### src/rtl/vpu_pkg.sv
//------------------------------------------------------------------------------
// Module   : vpu_pkg
// Brief    : Opcode constants, unary-op helper and sequencer state encoding.
// Revision : 1.0
//------------------------------------------------------------------------------
`default_nettype none

package vpu_pkg;

  localparam int VPU_OP_W = 10;

  localparam logic [VPU_OP_W-1:0] VPU_ADD    = 10'd0;
  localparam logic [VPU_OP_W-1:0] VPU_SUB    = 10'd1;
  localparam logic [VPU_OP_W-1:0] VPU_RELU   = 10'd2;
  localparam logic [VPU_OP_W-1:0] VPU_MUL    = 10'd3;
  localparam logic [VPU_OP_W-1:0] VPU_D_RELU = 10'd4;

  typedef enum logic [1:0] {
    IDLE  = 2'd0,
    RUN   = 2'd1,
    DRAIN = 2'd2,
    DONE  = 2'd3
  } vpu_state_t;

  // Unary ops consume operand0 only; operand1 is neither read nor forwarded.
  function automatic logic is_unary(input logic [VPU_OP_W-1:0] opcode);
    return (opcode == VPU_RELU) || (opcode == VPU_D_RELU);
  endfunction

endpackage

`default_nettype wire

### src/rtl/vpu_issue_ctrl.sv
//------------------------------------------------------------------------------
// Module   : vpu_issue_ctrl
// Brief    : Streams one vector command through the VPU op unit, one element
//            per cycle: scratchpad read -> operand registers -> write back.
// Revision : 1.0
//------------------------------------------------------------------------------
`default_nettype none

module vpu_issue_ctrl
  import vpu_pkg::*;
#(
  parameter int DATA_W = 32,
  parameter int OP_W   = 10,
  parameter int ADDR_W = 10,
  parameter int LEN_W  = 10
) (
  input  logic              clk,
  input  logic              rst,

  input  logic              cmd_valid,
  output logic              cmd_ready,
  input  logic [OP_W-1:0]   cmd_opcode,
  input  logic [ADDR_W-1:0] cmd_src0_addr,
  input  logic [ADDR_W-1:0] cmd_src1_addr,
  input  logic [ADDR_W-1:0] cmd_dst_addr,
  input  logic [LEN_W-1:0]  cmd_len,

  output logic              rd0_en,
  output logic [ADDR_W-1:0] rd0_addr,
  input  logic [DATA_W-1:0] rd0_data,
  output logic              rd1_en,
  output logic [ADDR_W-1:0] rd1_addr,
  input  logic [DATA_W-1:0] rd1_data,

  output logic              vpu_start,
  output logic [OP_W-1:0]   vpu_opcode,
  output logic [DATA_W-1:0] vpu_operand0,
  output logic [DATA_W-1:0] vpu_operand1,
  input  logic [DATA_W-1:0] vpu_result,

  output logic              wr_en,
  output logic [ADDR_W-1:0] wr_addr,
  output logic [DATA_W-1:0] wr_data,

  output logic              busy,
  output logic              done
);

  vpu_state_t        r_state;
  logic [OP_W-1:0]   r_opcode;
  logic [ADDR_W-1:0] r_src0;
  logic [ADDR_W-1:0] r_src1;
  logic [ADDR_W-1:0] r_dst;
  logic [LEN_W-1:0]  r_len;
  logic [LEN_W-1:0]  r_cnt;

  // Two-stage valid/address pipe: stage 1 = read data arriving, stage 2 = operands held.
  logic              r_v1;
  logic              r_v2;
  logic [ADDR_W-1:0] r_wa1;
  logic [ADDR_W-1:0] r_wa2;
  logic [DATA_W-1:0] r_op0;
  logic [DATA_W-1:0] r_op1;

  logic              w_issue;
  logic              w_unary;
  logic              w_last;
  logic [ADDR_W-1:0] w_offset;

  assign w_issue  = (r_state == RUN);
  assign w_unary  = is_unary(r_opcode);
  assign w_last   = (r_cnt == (r_len - LEN_W'(1)));
  assign w_offset = ADDR_W'(r_cnt);

  always_ff @(posedge clk or posedge rst) begin
    if (rst) begin
      r_state  <= IDLE;
      r_opcode <= '0;
      r_src0   <= '0;
      r_src1   <= '0;
      r_dst    <= '0;
      r_len    <= '0;
      r_cnt    <= '0;
    end else begin
      case (r_state)
        IDLE: begin
          if (cmd_valid) begin
            r_opcode <= cmd_opcode;
            r_src0   <= cmd_src0_addr;
            r_src1   <= cmd_src1_addr;
            r_dst    <= cmd_dst_addr;
            r_len    <= cmd_len;
            r_cnt    <= '0;
            r_state  <= (cmd_len == '0) ? DONE : RUN;
          end
        end
        RUN: begin
          if (w_last) begin
            r_state <= DRAIN;
          end else begin
            r_cnt <= r_cnt + LEN_W'(1);
          end
        end
        DRAIN: begin
          // Stage 1 empty means the final element sits in stage 2 and writes now.
          if (!r_v1) begin
            r_state <= DONE;
          end
        end
        DONE: begin
          r_state <= IDLE;
        end
        default: begin
          r_state <= IDLE;
        end
      endcase
    end
  end

  always_ff @(posedge clk or posedge rst) begin
    if (rst) begin
      r_v1  <= 1'b0;
      r_v2  <= 1'b0;
      r_wa1 <= '0;
      r_wa2 <= '0;
      r_op0 <= '0;
      r_op1 <= '0;
    end else begin
      r_v1  <= w_issue;
      r_wa1 <= r_dst + w_offset;
      r_v2  <= r_v1;
      r_wa2 <= r_wa1;
      if (r_v1) begin
        r_op0 <= rd0_data;
        r_op1 <= w_unary ? '0 : rd1_data;
      end
    end
  end

  assign cmd_ready    = (r_state == IDLE);
  assign busy         = (r_state != IDLE);
  assign done         = (r_state == DONE);

  assign rd0_en       = w_issue;
  assign rd1_en       = w_issue && !w_unary;
  assign rd0_addr     = rd0_en ? (r_src0 + w_offset) : '0;
  assign rd1_addr     = rd1_en ? (r_src1 + w_offset) : '0;

  assign vpu_start    = r_v2;
  assign vpu_opcode   = r_opcode;
  assign vpu_operand0 = r_op0;
  assign vpu_operand1 = r_op1;

  assign wr_en        = r_v2;
  assign wr_addr      = r_v2 ? r_wa2 : '0;
  assign wr_data      = vpu_result;

endmodule

`default_nettype wire

### config.mk
export PLATFORM = sky130hd
export DESIGN_NAME = vpu_issue_ctrl
export DESIGN_NICKNAME = d
export VERILOG_FILES = /design/src/rtl/vpu_pkg.sv /design/src/rtl/vpu_issue_ctrl.sv
export SDC_FILE = /design/constraint.sdc
export NUM_CORES = 1
export LEC_CHECK = 0
export CAP_MARGIN = 30
export CORE_ASPECT_RATIO = 1.4
export CORE_MARGIN = 3
export CORE_UTILIZATION = 45
export CTS_BUF_LIST = sky130_fd_sc_hd__clkbuf_8
export CTS_CLUSTER_DIAMETER = 120
export DETAILED_ROUTE_END_ITERATION = 8
export PLACE_DENSITY = 0.82
export SETUP_SLACK_MARGIN = 0.4
export SLEW_MARGIN = 20
export SYNTH_ARGS = -nofsm -noshare
export SYNTH_HDL_FRONTEND = slang
export SYNTH_SLANG_ARGS = --single-unit
export TNS_END_PERCENT = 20
### constraint.sdc
create_clock -name clk -period 5.8 [get_ports clk]
set_input_delay 1.45 -clock clk [delete_from_list [all_inputs] [get_ports clk]]
set_output_delay 1.45 -clock clk [all_outputs]
set_load 0.005 [all_outputs]
==> Word-level counts from Yosys, hierarchy flattened <==
Index checks and enable logic that the tools add are counted.
{ "totals": {"reg_bits": 148, "inputBits": 149} }
{ "op_classes": {"n_eq_ne": 10, "n_mux": 12, "reduce_logical": 10, "addsub": 5} }
{ "ops": {"columns": ["op", "count"], "rows": [
  ["$mux 10", 5],
  ["$mux 32", 1],
  ["$add 10x10->10", 3],
  ["$pmux 10 s2", 1],
  ["$add 10x1->10 const B", 1],
  ["$eq 10x10->1", 1],
  ["$eq 10x2->1 const B", 1],
  ["$eq 10x3->1 const B", 1],
  ["$logic_not 10->1", 1],
  ["$sub 10x1->10 const B", 1],
  ["$mux 2", 4],
  ["$pmux 2 s4", 1],
  ["$ne 2x2->1 const B", 3],
  ["$reduce_and 3->1", 2],
  ["$eq 2x2->1 const B", 2],
  ["$reduce_bool 2->1", 2],
  ["$eq 2x1->1 const B", 1],
  ["$logic_not 2->1", 1],
  ["$ne 2x1->1 const B", 1],
  ["$reduce_and 2->1", 1],
  ["$logic_and 1x1->1", 1],
  ["$logic_not 1->1", 1],
  ["$logic_or 1x1->1", 1]
]} }

==> Logic depth before layout (Yosys ltp) <==
Gate-level depths: netlist (run 1).
{ "logic_depth": {"word_depth": 5, "depth_mapped": 10, "mapped_depth_nobuf": 10} }

==> Least setup slack after synthesis (run 1) <==
No wires, ideal clock.
{ "synth_path": {"kind": "register to output", "startpoint": "reg r_cnt[0]", "endpoint": "out rd1_addr[8]", "setup_slack_ns": 2.142, "path_stages_with_launch": 10, "required_time_ns": 4.350, "arrival_ns": 2.208, "path_cell_list": "dfrtp_1 > ha_1 > fa_1 > a21o_1 > a21oi_1 > nor2b_1 > o21a_1 > o41a_1 > xnor2_1 > nor2_1"} }
{ "synth_between": {"elab_chain_len": 2} }
{ "synth_rtl": {"columns": ["item", "line_no", "rtl"], "rows": [
  ["start, declared", "vpu_issue_ctrl.sv:55", "logic [LEN_W-1:0] r_cnt;"],
  ["start signal, assigned", "vpu_issue_ctrl.sv:101", "r_cnt <= r_cnt + LEN_W'(1);"],
  ["$add 10x10->10", "vpu_issue_ctrl.sv:147", "assign rd1_addr = rd1_en ? (r_src1 + w_offset) : '0;"],
  ["$mux 10", "vpu_issue_ctrl.sv:147", null],
  ["end, declared", "vpu_issue_ctrl.sv:32", "output logic [ADDR_W-1:0] rd1_addr,"]
]} }
No other way between the ends.

==> Worst setup path after layout (run 1) <==
Same ends and word-level chain as after synthesis.

==> results of run 1 <==
## flip-flops by register name (all words and copies together) (netlist names)
| name | flops |
|---|---|
| r_src0 | 10 |
| r_v1 | 1 |
| vpu_operand0 | 32 |
| vpu_opcode | 10 |
| r_wa1 | 10 |
| r_dst | 10 |
| r_cnt | 10 |
| r_wa2 | 10 |
| r_len | 10 |
| r_src1 | 10 |
| vpu_start | 1 |
| vpu_operand1 | 32 |
| r_state | 2 |
## synth_stat cells (all sizes together) (4+ instances only)
cell type and number:
or3 8, nand2 44, a21o 4, buf 40
xnor2 19, and3 4, o21a 5, and2 16
nor4 6, a21oi 25, a2111oi 4, nand3 4
o22ai 32, ha 33, nor3 10, nor2 33
dfrtp 148, clkbuf 18, xor2 16, or2 4
mux2 82, o21bai 4, o21ai 16, inv 52
## final timing paths
check,to,slack [ns],cells after the start
min,r_wa2[7]$_DFF_PP0_,0.34,0
max,rd1_addr[8],0.96,10
min in group asynchronous,vpu_operand1[12]$_DFFE_PP0P_,1.53,3
max reg2reg,r_cnt[4]$_DFFE_PP0P_,3.08,7
max in group asynchronous,r_v1$_DFF_PP0_,3.52,3
min reg2reg,r_wa2[7]$_DFF_PP0_,0.34,0
## critical path: stages (launching register included)
cell,delay (ns)
dfrtp_1,0.51
ha_1,0.27
fa_1,0.40
a21o_1,0.18
a21oi_1,0.25
nor2b_1,0.08
o21a_1,0.19
o41a_1,0.32
xnor2_1,0.13
nor2_1,0.08
clkdlybuf4s50_1,0.54
## where the power goes
group | internal (mW) | leakage (nW) | total, mW | switching (mW)
sequential | 1.53 | 1.78 | 1.87 | 0.341
clock | 0.320 | 0.179 | 0.751 | 0.431
combinational | 1.45 | 2.35 | 2.47 | 1.02
total | 3.30 | 4.31 | 5.10 | 1.80
## final cells by class
class	count	share of cell area [%]
flip-flops and latches	148	36.9
clock buffers	18	2.47
repair buffers	231	23.0
clock inverters	14	1.20
inverters	52	1.98
well taps	199	2.48
multi-input cells	410	32.0
## routing by layer
metal	up-vias	part of all wire [%]	global-route usage (%)	wire, µm
met5	-	0	0	0
li1	2671	-	-	-
met4	0	3.7	10.4	763
met1	2674	35	23.8	7250
met2	223	50	38.9	10300
met3	49	11	10.2	2330
## kinds of logic after synthesis
group / after synthesis / share of synthesized area (%)
simple gates: 147 / 10.3
flops: 148 / 49.7
compound gates: 107 / 9.51
mux: 85 / 12.8
buf+inv: 110 / 7.31
fa+ha+maj: 36 / 6.34
xor+xnor: 35 / 4.11
## stage by stage
stage / hold WS (ns) / power [mW] / instance area (µm²) / setup slack, ns / util, %
final: 0.338 / 5.10 / 10000 / 0.956 / 61.9
after global routing: 0.344 / 5.48 / 10000 / 0.840 / 61.9
after CTS: 0.342 / 5.15 / 10000 / 0.926 / 61.9
after detailed placement: 0.335 / 4.38 / 9680 / 1.46 / 59.6
after global placement: 0.336 / 4.31 / 9680 / 1.47 / 59.6
after floorplan: 0.331 / 3.18 / 7460 / 2.14 / -
==> out/qor.yml, run 1 <==
status:
  status: "completed"
route:
  dr.pass1.iters: 4
  post_drt_wl_per_cell_um: 19.2
  viasPerCell: 5.24
  first_iter_violations: 333
  wirelength_um: 20600
  drc: 0
  postRouteAntennaNets: 0
  vias: 5617
synthesis:
  synth.distinct_cells: 60
  syn_avg_cell_area_um2: 11.2
  syn_inst: 668
  synth_edf_count: 0
  yosys-top-cells-area: "dfrtp_1 50%, mux2_2 9.8%, ha_1 5.5%, buf_4 3.3%, o22ai_1 2.7%"
  ys.flop_type: "dfrtp_1"
  ys_warn_count: 0
  seq_area_frac_synth_pct: 49.7
  syn_area_um2: 7460
  synthArstFlopShare_pct: 100
  yosysTopAreaCell: "dfrtp_1"
  ys_seq_elements: 148
  yosysTopAreaCellShare_pct: 49.7
  syn_nets: 853
place:
  dpl.hpwl_um: 15800
  port_buffers: 227
  globalplace.congestion: 0.838
  dpl.cell_count: 1040
sta:
  worst_pin_slew_ns: 0.898
  relSlewSlack_pct: 40.1
  setup_viol: 0
  timing.final.crit_share_pct: 83.5
  post-route-min-period_ns: 4.84
  fmax_mhz: 206
  finalMaxSlewViolations: 0
  fin_tns_setup_ns: 0
  final_hold_viol_count: 0
  skew_ns: 0.0136
  rsz0062_at_grt: "no"
finish:
  drive_above_1_share_pct: 13.2
  syn_to_final_growth_pct: 34.7
  mostFrequentLayoutCells: "227 x clkdlybuf4s50_1, 147 x dfrtp_1, 65 x mux2_2"
  multi_input_area_um2: 3210
  seq_area_um2: 3710
  antenna_cells: 0
  instances_no_fill: 1072
  final_nets: 1045
  layout_commonest_cell: "clkdlybuf4s50_1"
  fillers: 1321
cts:
  cts_sinks: 148
  cts_hold_buf: 0
  ctsResizeCount: 0
  cts_tree: "yes"
  htreeDepth: 4
  cts-root-buf: "clkbuf_8"
  cts_setup_buffers: 0
  clk_pin_slew_ns: 0.10
  clkLatencyLatePin_ns: 0.44
  cts_made_buffers: 17
  clockBufferDepth: 2
global_routing:
  grt_pass1_wl_um: 31200
  grt_use_total_pct: 22.7
  grt_max_degree: 149
  grt_pass1_vias: 5696
  grt_overflow_total: 0
  antenna_found_initial: 0
pwr:
  leakage_nw: 4.31
  ir_drop_v: 0.000251
  powerDensity_nw_per_um2: 507
critical_path:
  crit_start: "r_cnt[0]$_DFFE_PP0P_"
  critPathKind: "flip-flop to output pin"
  worstPathArrival_ns: 3.39
  cp_max_fo: 10
  worst_setup_path_end_kind: "output pin"
  r2r-start: "r_cnt[9]$_DFFE_PP0P_"
  crit_required_ns: 4.35
  start_kind: "flip-flop"
floorplan:
  dieArea_um2: 18200
  die_width_um: 115
  initial_core_util_pct: 45.9
  io_pins: 292
  row_count: 55
  core_um2: 16200
  die_y_um: 158
worst_hold_path:
  min-delay-start: "r_wa1[7]$_DFF_PP0_"
  worstHoldPathType: "flip-flop to flip-flop"
flow_run:
  drv_cap: 0
(Power assumes the default switching activity.)
==> inputs of run 2 (changes only) <==
- CORE_UTILIZATION: 45 -> 41
- PLACE_DENSITY: 0.82 -> 0.79
- clock period: 5.8 -> 3.94 ns (I/O delays scaled with it)
==> run 2 against run 1 <==
Net effect: clock power increased by 65%; sequential power increased by 50%; cell count grew 5.9%; critical path depth rose by 1; sequential share of layout area is 1.4 points lower; register-to-register slack worse by 1.9 ns; critical path type unchanged; power rose by 54%; largest cell class unchanged; combinational power increased by 54%; clock skew rose by 0.0028 ns; worst setup slack worse by 0.79 ns; critical endpoint unchanged.
==> out/qor.yml, run 2 (same netlist as run 1, synthesis figures left out) <==
critical_path:
  path_buf_inv: 2  # +1
  crit_required_ns: 2.95  # -1.40 ns
  start_kind: "flip-flop"
  cp_max_fo: 2  # -8
  cp_top_family: "compound AO/OA/AOI/OAI gates"
  critPathKind: "flip-flop to output pin"
  crit_slowest_cell: "dfrtp_1"
  worst_setup_path_end_kind: "output pin"
  path_cells: "buf_4, ha_2, fa_2, a21o_1, a21oi_2, nor2b_1, o21a_1, o41a_1, xnor2_1, nor2_1, buf_2"
  critPathMaxStageDelay_ns: 0.39  # -0.15 ns
  worstPathArrival_ns: 2.79  # -0.60 ns
sta:
  skew_ns: 0.0165  # +0.00281 ns
  fin_tns_setup_ns: 0  # unchanged
  finalMaxSlewViolations: 0  # unchanged
  rsz0062_at_grt: "yes"
  fmax_mhz: 265
  timing.final.crit_share_pct: 95.8
  post-route-min-period_ns: 3.78
  hold_ws_ns: 0.352  # +0.0138 ns
  worst_pin_slew_ns: 0.770  # -0.129 ns
  setup_viol: 0  # unchanged
  final_hold_viol_count: 0  # unchanged
  relSlewSlack_pct: 47.3  # +7.2 points
cts:
  clkLatencyLatePin_ns: 0.44  # about the same
  htreeDepth: 4  # unchanged
  cts_made_buffers: 17  # unchanged
  clk_pin_slew_ns: 0.08  # -0.02 ns
  cts_sinks: 148  # unchanged
  clockBufferDepth: 2  # unchanged
  cts_tree: "yes"
  cts_hold_buf: 0  # unchanged
  cts-root-buf: "clkbuf_8"
finish:
  syn_to_final_growth_pct: 40.3
  multi_input_area_um2: 3310  # +3.0%
  layout_commonest_cell: "clkdlybuf4s50_1"
  seq_area_um2: 3710  # +0.17%
  drive_above_1_share_pct: 18.6  # +5.4 points
  final_nets: 1072  # +2.6%
  antenna_cells: 0  # unchanged
  fillers: 1453  # +10%
  mostFrequentLayoutCells: "219 x clkdlybuf4s50_1, 142 x dfrtp_1, 65 x mux2_2"
flow_run:
  drv_cap: 0  # unchanged
global_routing:
  grt_pass1_vias: 5862  # +2.9%
  grt_use_total_pct: 21.1  # -1.6 points
  grt_max_degree: 99  # -34%
  grt_pass1_wl_um: 32000  # +2.6%
  antenna_found_initial: 1  # +1
  grt_overflow_total: 0  # unchanged
pwr:
  ir_drop_v: 0.000461  # +84%
  power_switching_mw: 2.69  # +50%
  p_int_mw: 5.15  # +56%
  power.share.switching_pct: 34.3  # -0.92 points
  clockPowerShare_pct: 15.8  # +1.1 points
  pwr-share-comb_pct: 48.5  # about the same
  seqPwrFrac_pct: 35.7  # -1.1 points
  leakage_nw: 4.52  # +4.9%
  powerDensity_nw_per_um2: 749  # +48%
floorplan:
  initial_core_util_pct: 42.3  # -3.6 points
  die_y_um: 166  # +4.6%
  die_width_um: 120  # +4.5%
  core_um2: 17600  # +8.5%
  dieArea_um2: 19900  # +9.3%
  io_pins: 292  # unchanged
  row_count: 57  # +3.6%
place:
  dpl.hpwl_um: 15600  # -1.5%
  port_buffers: 227  # unchanged
  globalplace.congestion: 0.866  # +3.3%
worst_hold_path:
  worstHoldPathType: "flip-flop to flip-flop"
route:
  wirelength_um: 21100  # +2.3%
  dr.pass1.iters: 5  # +1
  post_drt_wl_per_cell_um: 18.6  # -3.4%
  postRouteAntennaNets: 0  # unchanged
  viasPerCell: 5.13  # -2.1%
  vias: 5823  # +3.7%
  first_iter_violations: 404  # +21%
  drc: 0  # unchanged
status:
  status: "completed"
==> run 2: cell types whose count changed in the layout (fill, tap and decap cells not counted), moves of 3 or more <==
cell	delta
clkdlybuf4s50_1	-8
ha_1	-4
o21ai_1	-4
a21oi_1	-4
buf_4	+24
ha_4	+3
bufinv_16	+3
dlygate4sd2_1	+3
dfrtp_2	+5
a21oi_2	+4
o21ai_2	+4
dfrtp_1	-5
==> run 2: repair_timing <==
item,4_1_cts,5_1_grt
setup buffers,16,4
resized for setup,31,11
pin swaps,13,13
endpoints found under the setup margin,14,19
==> run 2: routing by layer <==
layer  GRT usage (%)  part of all wire [%]  vias up
li1                -                     -     2718
met1            20.9                    34     2782
met2            36.3                    50      263
met3            10.4                    12       58
met4            10.8                   4.2        2
met5               0                 0.095        -
==> run 2: through the flow <==
step           area, µm²  power, mW  utilization, %  cells  setup WS (ns)
2_1_floorplan       7460       4.68               -    668          0.747
3_3_place_gp        9790       6.35            55.6   1083          0.274
3_5_place_dp        9790       6.44            55.6   1083          0.248
4_1_cts            10400       7.84            58.9   1130         0.0996
5_1_grt            10500       8.41            59.4   1135         0.0439
6_report           10500       7.84            59.4   1135          0.165
==> run 2: worst paths after layout <==
path,startpoint,to,slack (ns),cells after the start
worst min register to register,r_wa1[4]$_DFF_PP0_,r_wa2[4]$_DFF_PP0_,0.35,0
worst max-delay path,r_cnt[0]$_DFFE_PP0P_,rd1_addr[8],0.16,11
worst min-delay path,r_wa1[4]$_DFF_PP0_,r_wa2[4]$_DFF_PP0_,0.35,0
max in group asynchronous,rst,r_src0[1]$_DFFE_PP0P_,2.25,3
min in group asynchronous,rst,r_wa2[6]$_DFF_PP0_,0.93,2
worst max register to register,r_cnt[9]$_DFFE_PP0P_,r_cnt[7]$_DFFE_PP0P_,1.19,7
==> run 2: power by group through the flow <==
stage               registers [mW]  logic (mW)  clock network, mW
CTS                           2.87        3.69               1.28
global route                  2.90        4.14               1.36
floorplan                     2.70        1.99                  0
finish                        2.80        3.80               1.24
global placement              2.88        3.47                  0
detailed placement            2.91        3.54                  0
==> run 2: area by class of cell <==
class | instances | area share, %
sequential | 148 | 35.5
multi-input combinational | 410 | 31.6
timing repair buffer | 258 | 24.2
tap | 236 | 2.82
clock buffer | 17 | 2.24
inverter | 52 | 1.90
clock inverter | 14 | 1.70
==> edit, RTL diff (settings of run 2) <==
Make the reset (`rst`) synchronous in 2 clocked blocks.
--- a/src/rtl/vpu_issue_ctrl.sv
+++ b/src/rtl/vpu_issue_ctrl.sv
@@ -74,3 +74,3 @@
 
-  always_ff @(posedge clk or posedge rst) begin
+  always_ff @(posedge clk) begin
     if (rst) begin
@@ -119,3 +119,3 @@
 
-  always_ff @(posedge clk or posedge rst) begin
+  always_ff @(posedge clk) begin
     if (rst) begin
Check against the original RTL: differs if rst is asserted again (counterexample within 4 cycles, from zero or initial values and one cycle with rst high); with rst held inactive, the same outputs for 10 cycles.
==> edit against run 2 <==
  * Area after synthesis fell by 4.2%
  * Critical path depth fell by 1
  * Wire length rose by 1.4%
  * Sequential cell count did not move
  * Design area fell by 5.8%
  * Setup slack improved by 0.022 ns
  * Critical path type unchanged
  * Highest routed layer is now met4
Power is not compared: it rests on default switching activity, and its combinational part moved more than twofold at a synthesized area within 25%.
==> edit: results (changes against run 2) <==
Cells taking the most area after synthesis - sky130_fd_sc_hd__dfxtp_1 41%, sky130_fd_sc_hd__a21oi_1 7.3%, sky130_fd_sc_hd__nand2_1 6.3%
Met1 Routed Length - 7460 um (+2.9%)
Reg-to-Reg Start - r_len[0]
Result of the run - finished, final reports clean
Distinct cell type count of the synthesized netlist - 51 (-15%)
Crit path launch - r_cnt[0]
Final Hold Slack - 0.440 ns (+0.0886 ns)
Yosys top cell by area - sky130_fd_sc_hd__dfxtp_1
Global Route met2 Usage - 39.2% (+2.9 points)
Number of global-route vias before repair - 6294 (+7.4%)
Iteration-0 DRC count of the detailed router - 370 (-8.4%)
Amount of wire on met2 after detailed routing - 10700 um (+2.0%)
Capture point of the worst reg-to-reg path - r_cnt[9]
Capture point of the worst path - rd0_addr[6]
Detailed-routing iteration count for the pre-antenna-repair pass - 4 (-1)
Placed Cells - 1238 (+14%)
Per-cell via count in the routed design - 5.09 (-0.74%)
Adder-cell share of the synthesized area - 6.62% (+0.28 points)
Post-detailed-placement cell area - 0.00935 mm2 (-4.5%)
Met3 layer usage reported by global route - 10.9% (+0.51 points)
Post-DP HPWL - 15700 um (+0.55%)
Highest achievable clock rate - 266 MHz (+0.57%)
Worst path slowest cell - sky130_fd_sc_hd__clkdlybuf4s50_1
Global-route met1 utilization - 21.2% (+0.22 points)
Ranking of synthesized cells by instance count - 148 x sky130_fd_sc_hd__dfxtp_1, 119 x sky130_fd_sc_hd__nand2_1, 104 x sky130_fd_sc_hd__a21oi_1
Antenna violations before repair - 0 (-1)
Post-Synth XOR/XNOR Area - 4.66% (+0.55 points)
Largest stage delay, worst path - 0.51 ns (+0.12 ns)
Top fanout value on the critical path - 3 (+1)
First-pass GRT wire length - 33100 um (+3.4%)
edit: cell count changes after synthesis, sizes merged, moves of 43 or more:
cell          run 2  this run
nor2             33        76
dfxtp             0       148
nand2            44       119
dfrtp           148         0
mux2             82         1
a21oi            25       105
edit: worst reg2reg max path, delay by kind of cell, from the launching register on:
kind,cells,cell delay [ns]
AOI/OAI and AO/OA,2,0.63
adders and majority gates,1,0.30
buffers and inverters,1,0.08
DFF,1,0.52
muxes,1,0.20
and+or+nand+nor,4,0.89
edit: power groups by stage:
stage	Sequential, mW	Clock (mW)	Combinational (mW)
after global routing	1.90	1.33	1.53
after floorplan	1.83	0	0.851
after detailed placement	1.91	0	1.38
final	1.87	1.23	1.39
after CTS	1.87	1.26	1.40
after global placement	1.90	0	1.36
edit: timing repair:
action / 4_1_cts / 5_1_grt
gates resized for setup: 30 / 5
setup endpoints to repair: 12 / 14
setup buffers: 4 / 1
pin swaps: 11 / 2
hold buffers: 0 / 0
edit: layout make-up:
type	count	area, um2	share of cell area (%)
Tap cell	232	290	2.94
Clock inverter	14	160	1.62
Inverter	16	60.1	0.609
Sequential cell	148	2980	30.2
Multi-Input combinational cell	607	3750	38.0
Clock buffer	18	248	2.51
Timing Repair Buffer	240	2370	24.0
edit: worst min-delay path by stage:
stage                        start        to  cells after the start
after floorplan           r_wa1[0]  r_wa2[0]                      1
after global placement    r_wa1[0]  r_wa2[0]                      1
after detailed placement  r_wa1[0]  r_wa2[0]                      1
after CTS                 r_wa1[0]  r_wa2[0]                      1
after global routing      r_wa1[0]  r_wa2[0]                      1
final                     r_wa1[2]  r_wa2[2]                      1
